File: config.mk
export PLATFORM = sky130hd
export DESIGN_NAME = cla_share_arbiter_flat
export DESIGN_NICKNAME = d
export VERILOG_FILES = /design/src/rtl/cla_share_arbiter_if.sv /design/src/rtl/cla_share_arbiter.sv /design/src/flat_wrapper.sv
export SDC_FILE = /design/constraint.sdc
export NUM_CORES = 1
export LEC_CHECK = 0
export CORE_ASPECT_RATIO = 1.2
export CORE_MARGIN = 10
export CORE_UTILIZATION = 45
export DETAILED_ROUTE_END_ITERATION = 6
export PLACE_DENSITY = 0.87
export SETUP_SLACK_MARGIN = 0.2
export SLEW_MARGIN = 20
export SYNTH_ARGS = -nofsm -noshare
export SYNTH_HDL_FRONTEND = slang
export SYNTH_SLANG_ARGS = --single-unit
File: constraint.sdc
create_clock -name clk -period 3.5 [get_ports clk]
set_input_delay 0.7 -clock clk [delete_from_list [all_inputs] [get_ports clk]]
set_output_delay 0.7 -clock clk [all_outputs]
set_load 0.03 [all_outputs]
File: src/rtl/cla_share_arbiter_if.sv
// Bundle of the requester, shared-adder and response signals around
// cla_share_arbiter. The slave modport is the arbiter's view; the master
// modport is the surrounding logic (requesters, adder, consumer).
interface cla_share_arbiter_if #(
  parameter int NREQ = 4
);
  localparam int IDW = (NREQ > 1) ? $clog2(NREQ) : 1;

  // requester side
  logic [NREQ-1:0]    req_valid;
  logic [NREQ-1:0]    req_ready;
  logic [NREQ*16-1:0] req_a;
  logic [NREQ*16-1:0] req_b;
  logic [NREQ-1:0]    req_cin;

  // shared adder side
  logic [15:0]        cla_a;
  logic [15:0]        cla_b;
  logic               cla_cin;
  logic [15:0]        cla_sum;
  logic               cla_cout;

  // response side
  logic               rsp_valid;
  logic               rsp_ready;
  logic [IDW-1:0]     rsp_id;
  logic [15:0]        rsp_sum;
  logic               rsp_cout;
  logic [31:0]        op_count;

  modport slave (
    input  req_valid, req_a, req_b, req_cin, cla_sum, cla_cout, rsp_ready,
    output req_ready, cla_a, cla_b, cla_cin,
    output rsp_valid, rsp_id, rsp_sum, rsp_cout, op_count
  );

  modport master (
    output req_valid, req_a, req_b, req_cin, cla_sum, cla_cout, rsp_ready,
    input  req_ready, cla_a, cla_b, cla_cin,
    input  rsp_valid, rsp_id, rsp_sum, rsp_cout, op_count
  );
endinterface

File: src/rtl/cla_share_arbiter.sv
// Round-robin arbiter/sequencer sharing one external 16-bit CLA among NREQ
// requesters. One operation is in flight at a time: accept (IDLE), let the
// registered operands settle through the adder (ISSUE), then hold the tagged
// result until the consumer takes it (HOLD).
module cla_share_arbiter #(
  parameter int NREQ = 4
) (
  input logic                clk,
  input logic                rst,
  cla_share_arbiter_if.slave bus
);
  localparam int IDW = (NREQ > 1) ? $clog2(NREQ) : 1;

  typedef enum logic [1:0] {IDLE = 2'd0, ISSUE = 2'd1, HOLD = 2'd2} state_t;

  state_t         state, state_nxt;
  logic [IDW-1:0] ptr, ptr_nxt, grant, idx, id_q;
  logic           any_valid, accept;
  logic [15:0]    a_arr [NREQ];
  logic [15:0]    b_arr [NREQ];
  logic [15:0]    op_a, op_b;
  logic           op_cin;
  logic           rsp_valid_q, rsp_cout_q;
  logic [IDW-1:0] rsp_id_q;
  logic [15:0]    rsp_sum_q;
  logic [31:0]    op_count_q;

  // Unpack the flat operand buses so the selected requester is a plain index.
  always_comb begin
    for (int k = 0; k < NREQ; k++) begin
      a_arr[k] = bus.req_a[k*16 +: 16];
      b_arr[k] = bus.req_b[k*16 +: 16];
    end
  end

  // Grant search: first valid requester starting at ptr, wrapping mod NREQ.
  always_comb begin
    // NOTE: every variable written here gets a default first so no path
    // leaves it unassigned, which would otherwise infer a latch.
    grant     = '0;
    idx       = '0;
    any_valid = 1'b0;
    for (int k = 0; k < NREQ; k++) begin
      idx = IDW'((int'(ptr) + k) % NREQ);
      if (!any_valid && bus.req_valid[idx]) begin
        grant     = idx;
        any_valid = 1'b1;
      end
    end
  end

  assign ptr_nxt = IDW'((int'(grant) + 1) % NREQ);
  assign accept  = (state == IDLE) && any_valid && !rst;

  // State register.
  always_ff @(posedge clk) begin
    // NOTE: sequential state uses non-blocking assignments so every register
    // samples pre-edge values regardless of statement order.
    if (rst) state <= IDLE;
    else     state <= state_nxt;
  end

  // Next-state logic.
  always_comb begin
    state_nxt = state;
    unique case (state)
      IDLE:    if (any_valid) state_nxt = ISSUE;
      ISSUE:   state_nxt = HOLD;
      HOLD:    if (bus.rsp_ready) state_nxt = IDLE;
      default: state_nxt = IDLE;
    endcase
  end

  // Output logic: one-hot ready to the granted requester, only in IDLE.
  always_comb begin
    bus.req_ready = '0;
    if (accept) bus.req_ready[grant] = 1'b1;
  end

  // Datapath: operand capture, pointer rotation, response and counter.
  always_ff @(posedge clk) begin
    if (rst) begin
      ptr         <= '0;
      id_q        <= '0;
      op_a        <= '0;
      op_b        <= '0;
      op_cin      <= 1'b0;
      rsp_valid_q <= 1'b0;
      rsp_id_q    <= '0;
      rsp_sum_q   <= '0;
      rsp_cout_q  <= 1'b0;
      op_count_q  <= '0;
    end else begin
      unique case (state)
        IDLE: begin
          if (accept) begin
            op_a   <= a_arr[grant];
            op_b   <= b_arr[grant];
            op_cin <= bus.req_cin[grant];
            id_q   <= grant;
            ptr    <= ptr_nxt;
          end
        end
        ISSUE: begin
          rsp_sum_q   <= bus.cla_sum;
          rsp_cout_q  <= bus.cla_cout;
          rsp_id_q    <= id_q;
          rsp_valid_q <= 1'b1;
        end
        HOLD: begin
          if (bus.rsp_ready) begin
            rsp_valid_q <= 1'b0;
            op_count_q  <= op_count_q + 32'd1;
          end
        end
        default: ;
      endcase
    end
  end

  // Adder inputs come straight from registers so they are stable in ISSUE.
  assign bus.cla_a     = op_a;
  assign bus.cla_b     = op_b;
  assign bus.cla_cin   = op_cin;
  assign bus.rsp_valid = rsp_valid_q;
  assign bus.rsp_id    = rsp_id_q;
  assign bus.rsp_sum   = rsp_sum_q;
  assign bus.rsp_cout  = rsp_cout_q;
  assign bus.op_count  = op_count_q;
endmodule
File: src/flat_wrapper.sv
// flat-port wrapper written by rule: the top's interface ports become plain ports
module cla_share_arbiter_flat 
#(
  parameter int NREQ = 4
)
  (clk, rst, bus_req_valid, bus_req_a, bus_req_b, bus_req_cin, bus_cla_sum, bus_cla_cout, bus_rsp_ready, bus_req_ready, bus_cla_a, bus_cla_b, bus_cla_cin, bus_rsp_valid, bus_rsp_id, bus_rsp_sum, bus_rsp_cout, bus_op_count);
  cla_share_arbiter_if #(.NREQ(NREQ)) bus_i ();
  input logic clk;
  input logic rst;
  input wire logic [$bits(bus_i.req_valid)-1:0] bus_req_valid;
  input wire logic [$bits(bus_i.req_a)-1:0] bus_req_a;
  input wire logic [$bits(bus_i.req_b)-1:0] bus_req_b;
  input wire logic [$bits(bus_i.req_cin)-1:0] bus_req_cin;
  input wire logic [$bits(bus_i.cla_sum)-1:0] bus_cla_sum;
  input wire logic [$bits(bus_i.cla_cout)-1:0] bus_cla_cout;
  input wire logic [$bits(bus_i.rsp_ready)-1:0] bus_rsp_ready;
  output wire logic [$bits(bus_i.req_ready)-1:0] bus_req_ready;
  output wire logic [$bits(bus_i.cla_a)-1:0] bus_cla_a;
  output wire logic [$bits(bus_i.cla_b)-1:0] bus_cla_b;
  output wire logic [$bits(bus_i.cla_cin)-1:0] bus_cla_cin;
  output wire logic [$bits(bus_i.rsp_valid)-1:0] bus_rsp_valid;
  output wire logic [$bits(bus_i.rsp_id)-1:0] bus_rsp_id;
  output wire logic [$bits(bus_i.rsp_sum)-1:0] bus_rsp_sum;
  output wire logic [$bits(bus_i.rsp_cout)-1:0] bus_rsp_cout;
  output wire logic [$bits(bus_i.op_count)-1:0] bus_op_count;
  assign bus_i.req_valid = bus_req_valid;
  assign bus_i.req_a = bus_req_a;
  assign bus_i.req_b = bus_req_b;
  assign bus_i.req_cin = bus_req_cin;
  assign bus_i.cla_sum = bus_cla_sum;
  assign bus_i.cla_cout = bus_cla_cout;
  assign bus_i.rsp_ready = bus_rsp_ready;
  assign bus_req_ready = bus_i.req_ready;
  assign bus_cla_a = bus_i.cla_a;
  assign bus_cla_b = bus_i.cla_b;
  assign bus_cla_cin = bus_i.cla_cin;
  assign bus_rsp_valid = bus_i.rsp_valid;
  assign bus_rsp_id = bus_i.rsp_id;
  assign bus_rsp_sum = bus_i.rsp_sum;
  assign bus_rsp_cout = bus_i.rsp_cout;
  assign bus_op_count = bus_i.op_count;
  cla_share_arbiter #(.NREQ(NREQ)) u_core (.clk(clk), .rst(rst), .bus(bus_i));
endmodule
Word-level counts from Yosys, hierarchy flattened
Cells that the tools add are included.

Input port bits: 156. Bits in writable memories: 0. Memory bits (read-only): 0. Logic and storage cells: 76. Bits in registers: 91. Memories kept: 0. Bits in latches: 0.

Div/mod/pow operators: 0. Order comparisons: 7. Multiplexer cells: 32. Equality and inequality tests: 4. Add/sub/neg operators: 5. Bitwise gates (word level): 1. Reduce and logical (&&, ||, !) cells: 16. Shift operators: 0. Multiply operators: 0.

Operators with widths (count): 16-bit binary-select mux with 2-bit select (2); 16-bit 2-to-1 mux (4); 32-bit by 1-bit adder with 32-bit output, second input constant (1); 2-bit by 3-bit < comparator with 1-bit output, second input constant (5); 2-bit 2-to-1 mux (6); 1-bit 2-to-1 mux (11); 1-bit binary-select mux with 2-bit select (5); 2-bit AND reduction (4); 1-bit logical AND (6); 2-bit case mux with 3 select lines (1); 2-bit by 1-bit adder with 2-bit output, second input constant (2); 2-bit adder, second input constant (2); 1-bit logical NOT (4); 4-bit 2-to-1 mux (1); 3-bit >= comparator, second input constant (1); 2-bit NOT with 3-bit output (1); 1-bit demux with 2-bit select (1); 2-bit by 1-bit equality test with 1-bit output, second input constant (1); 2-bit equality test, second input constant (1); 2-bit by 1-bit >= comparator with 1-bit output, second input constant (1); 2-bit logical NOT (1); 2-bit by 1-bit != test with 1-bit output, second input constant (1); 2-bit != test, second input constant (1); 1-bit case mux with 2 select lines (1); 2-bit nonzero test (1).

Logic depth before layout (Yosys ltp)
Depth in word-level cells: 17. Depth in mapped cells: 8.

Worst setup path before layout
No wires, ideal clock.

Path type: input to output. From: input bus_req_valid[0]. To: output bus_req_ready[2]. Stages: 7. Setup slack: 0.574 ns. Required time: 2.800 ns. Buffers on the path: 3. Data arrival time: 2.226 ns. Cell sequence: nand2_1 -> or2_1 -> buf_2 -> and3_1 -> buf_2 -> buf_4 -> nor3_1.

Word-level cells in the longest chain between the ends: 17.

Ends and longest elaborated chain: start: declaration (line flat_wrapper.sv:10) `input wire logic [$bits(bus_i.req_valid)-1:0] bus_req_valid;`; 1-bit binary-select mux with 2-bit select (line cla_share_arbiter.sv:45) `if (!any_valid && bus.req_valid[idx]) begin`; 1-bit 2-to-1 mux (not written as such) (line cla_share_arbiter.sv:45); 1-bit 2-to-1 mux (line cla_share_arbiter.sv:45); 1-bit logical NOT (line cla_share_arbiter.sv:45); 1-bit logical AND (line cla_share_arbiter.sv:45); 1-bit 2-to-1 mux (line cla_share_arbiter.sv:45); 1-bit logical NOT (line cla_share_arbiter.sv:45); 1-bit logical AND (line cla_share_arbiter.sv:45); 1-bit 2-to-1 mux (line cla_share_arbiter.sv:45); 1-bit logical NOT (line cla_share_arbiter.sv:45); 1-bit logical AND (line cla_share_arbiter.sv:45); 2-bit 2-to-1 mux (line cla_share_arbiter.sv:45); 2-bit by 3-bit < comparator with 1-bit output (not written as such) or 2-bit by 1-bit >= comparator with 1-bit output (tied branches) (line cla_share_arbiter.sv:77) `if (accept) bus.req_ready[grant] = 1'b1;`; 1-bit logical AND (not written as such) (line cla_share_arbiter.sv:77); 1-bit 2-to-1 mux (not written as such) (line cla_share_arbiter.sv:77); 1-bit demux with 2-bit select; 4-bit 2-to-1 mux (*) (line cla_share_arbiter.sv:77); end: declaration (line flat_wrapper.sv:17) `output wire logic [$bits(bus_i.req_ready)-1:0] bus_req_ready;`.

Every way passes the cells marked *; elsewhere a longest branch is shown, timed or not. The select of a mux whose other input is x is not followed.

Final worst setup path
From: input bus_req_valid[0]. To: output bus_req_ready[0].

The elaborated chain is that of the path after synthesis.

==> impl_results.md <==
- Die Y: 137 microns
- Total power: 0.00308 W
- Most used DFF post-synth: dfxtp_1
- Status: finished, final reports clean
- I/O Buffers: 244
- Remaining global-route overflow: 0
- Met1 usage: 0.223
- Post-Synth Adder-Cell Area: 0.00243
- Final worst slack: 0.334 ns
- Hold Startpoint: u_core.bus.rsp_sum[14]$_SDFFE_PP0P_
- Synth cell types: 52
- Clock share of power: 0.322
- Post-DRT Antenna Nets: 0
- Post-synthesis mux area share: 0.0515
- Setup TNS Final: 0 ns
- Max-cap violations: 0
- HPWL Detailed: 13700 microns
- Vias per cell: 5.48
- Internal Pwr Total: 0.00211 W
- Seq pwr share: 0.374
- Layout cells sized above 1: 0.151
- Global-route wire length before repair: 28300 microns
- Fmax: 0.316 GHz
- Post-Syn Instances: 547
- Core area: 11100 sq um
- Cts hold-fix bufs: 0
- Initial DRC count: 281
- Slew headroom: 0.384
- Endpoints failing setup: 0
- Post-CTS Repair Setup Buffers: 0
- Rows: 42
- Met3 Use GR: 0.0635
- Max-slew violation count: 0
- Avg WL per Cell: 19.4 microns
- DRC Markers: 0
- Final WL: 17900 microns
- Synth Register Bits: 91
- IO Count: 245
- ANT cells: 0
- Crit Path Max Fanout: 12
- Post-CTS sizing: 0
- Worst Path Arrival: 2.47 ns
- Final hold vios: 0
- Via count: 5061
- Cells after DPL: 908
- Final setup skew: 0.0106 ns
- First-pass DRT Iterations: 4
- Full die area: 16100 sq um
- Post-Synth XOR/XNOR Area: 0.0408
- Clock Root Buffer: clkbuf_16
- Simple-gate share of the synthesized area: 0.223
- RSZ-0062 raised after global routing: no
- Highest-count cells in the layout ignoring fill and taps: clkdlybuf4s50_1 (239), dfxtp_1 (91), nand2_1 (75), nor2_1 (37), o21bai_1 (34)
- Asr flop ratio synth: 0
- Clock Tree Buf Depth: 2
- Number of flops mapped to enable cells by yosys: 0
- Leading cell type in the layout, fill and taps excluded: clkdlybuf4s50_1
- Setup slack at placement: 0.330 ns
- Worst skew pair latency: 0.35 ns
- # nets final: 922
- Antenna violations before repair: 0
- Maximum VDD drop: 249 uV
- Mapped Area: 5150 sq um
- Critical Path End Type: output port
- Complex-gate fraction of the synthesized area: 0.266
- Die X: 118 microns
- Final Hold Slack: 0.458 ns
- Combinational share of power: 0.305
- Syn_area_per_cell: 9.42 sq um
- CTS tree: done
- CTS H-tree depth: 3
- Initial Utilization: 0.462
- Synthesized Nets: 704
- Sequential fraction of the synthesis area: 0.354
- M2 GR Usage: 0.390
- Reg-to-Reg Start: u_core.state[1]$_SDFFE_PP0P_
- CTS Sinks: 91
- Final Cycle Share: 0.905
- Worst min path class: flip-flop to flip-flop
- Largest net degree at the start of global routing: 95
- CP startpoint kind: input pin
- Slew @ Worst Pin: 0.923 ns
- Worst Setup SP: bus_req_valid[0]
- Yosys warnings: 0
- WS Path Type: input pin to output port
- Vias in the first global route: 5324
- Required time of the critical path: 2.80 ns
- P_sw: 0.000972 W
- RePlAce Congestion: 0.891
- Area growth from synthesis to layout: 53.7%
- TritonCTS Buffers: 9
- Total track usage: 0.214
- Sw frac: 0.315
- Non-Filler Instances: 924
- Largest family of logic cells by synthesized area: compound AO/OA/AOI/OAI gates
- Clk slew on worst S/H paths: 0.07 ns
- Power density cells: 389 nW/um^2
- Grt peak-use layer: met2
- Fin crit period: 3.17 ns
- Lkg Pwr: 2.88 nW
-- synth_stat cells, types with 2 or more instances --
cell      instances  area share
nor3_2            4      0.0078
o21ai_0           4      0.0039
nand3_1           8      0.0078
a221oi_2         16       0.047
buf_2            10      0.0097
nand2b_1          3      0.0036
a311oi_2         12       0.035
mux2i_1          22       0.043
dfxtp_1          91        0.35
nand4_1           4      0.0049
or3_1             4      0.0049
buf_4             6      0.0087
a211oi_1          2      0.0029
mux2_1            3      0.0066
nor2_1           37       0.027
buf_1             2      0.0015
nor4_2            4      0.0097
nand3_2           2      0.0039
xor2_1            2      0.0034
nor2b_1           6      0.0073
nor4_1            4      0.0049
and4_1           15       0.025
xnor2_1          22       0.037
and3_1            5      0.0061
nor3_1            6      0.0058
a21oi_1          27       0.026
clkbuf_1         20       0.015
a221oi_1          5      0.0085
inv_1             8      0.0058
a211oi_2         33       0.080
a21o_1            2      0.0029
buf_6            10       0.022
and2_1           22       0.027
o21bai_1         34       0.050
nand2_1          75       0.055
-- flip-flops by register name, indices dropped and copies added, names as in the netlist --
name and flops:
u_core.bus.cla_b 16, u_core.id_q 2, u_core.bus.rsp_cout 1, u_core.ptr 2, u_core.bus.cla_a 16, u_core.state 2, u_core.bus.rsp_sum 16, u_core.bus.rsp_valid 1
u_core.bus.cla_cin 1, u_core.bus.op_count 32, u_core.bus.rsp_id 2
-- critical path: stages --
cell and delay, ns:
clkdlybuf4s50_1 0.61, nand2_1 0.11, a221o_1 0.34, a21o_2 0.32, nor2_1 0.22, buf_12 0.15
-- per-layer routing --
layer,routed length (microns),vias to the layer above
li1,-,2417
met1,6740,2411
met2,9230,198
met3,1360,35
met4,589,0
met5,0,-
-- final cells by class --
class,instances,area (sq um)
clock inverter,6,73.8
fill,844,3220
inverter,9,33.8
tap,154,193
multi-input combinational,399,3020
sequential,91,1820
clock buffer,10,229
timing repair buffer,255,2550
-- power by group through the flow --
stage | clock network (W) | logic [W] | registers, W
after floorplan | 0 | 0.000424 | 0.00129
after global placement | 0 | 0.000923 | 0.00117
after detailed placement | 0 | 0.000941 | 0.00117
after CTS | 0.00101 | 0.000945 | 0.00115
after global routing | 0.00104 | 0.00100 | 0.00116
final | 0.000991 | 0.000939 | 0.00115
-- kinds of logic (layout without fill, tap and decap cells) --
kind of cell,after synthesis,count (layout)
xor+xnor,24,24
simple gates,209,209
compound gates,139,139
fa+ha+maj,1,1
buf+inv,57,280
flops,91,91
mux,26,26
-- metrics by stage --
step | util | cell area, sq um
final | 0.711 | 7920
after global placement | 0.683 | 7610
after global routing | 0.711 | 7920
after detailed placement | 0.684 | 7610
after floorplan | - | 5150
after CTS | 0.711 | 7920
-- path summary, 6_finish.rpt --
kind / to / slack, ns / depth (start not counted)
setup reg to reg: u_core.bus.op_count[31]$_SDFFE_PP0P_ / 1.38 / 5
hold reg to reg: u_core.bus.rsp_sum[14]$_SDFFE_PP0P_ / 0.46 / 2
hold / removal: u_core.bus.rsp_sum[14]$_SDFFE_PP0P_ / 0.46 / 2
setup / recovery: bus_req_ready[0] / 0.33 / 6
(Power assumes the default switching activity.)
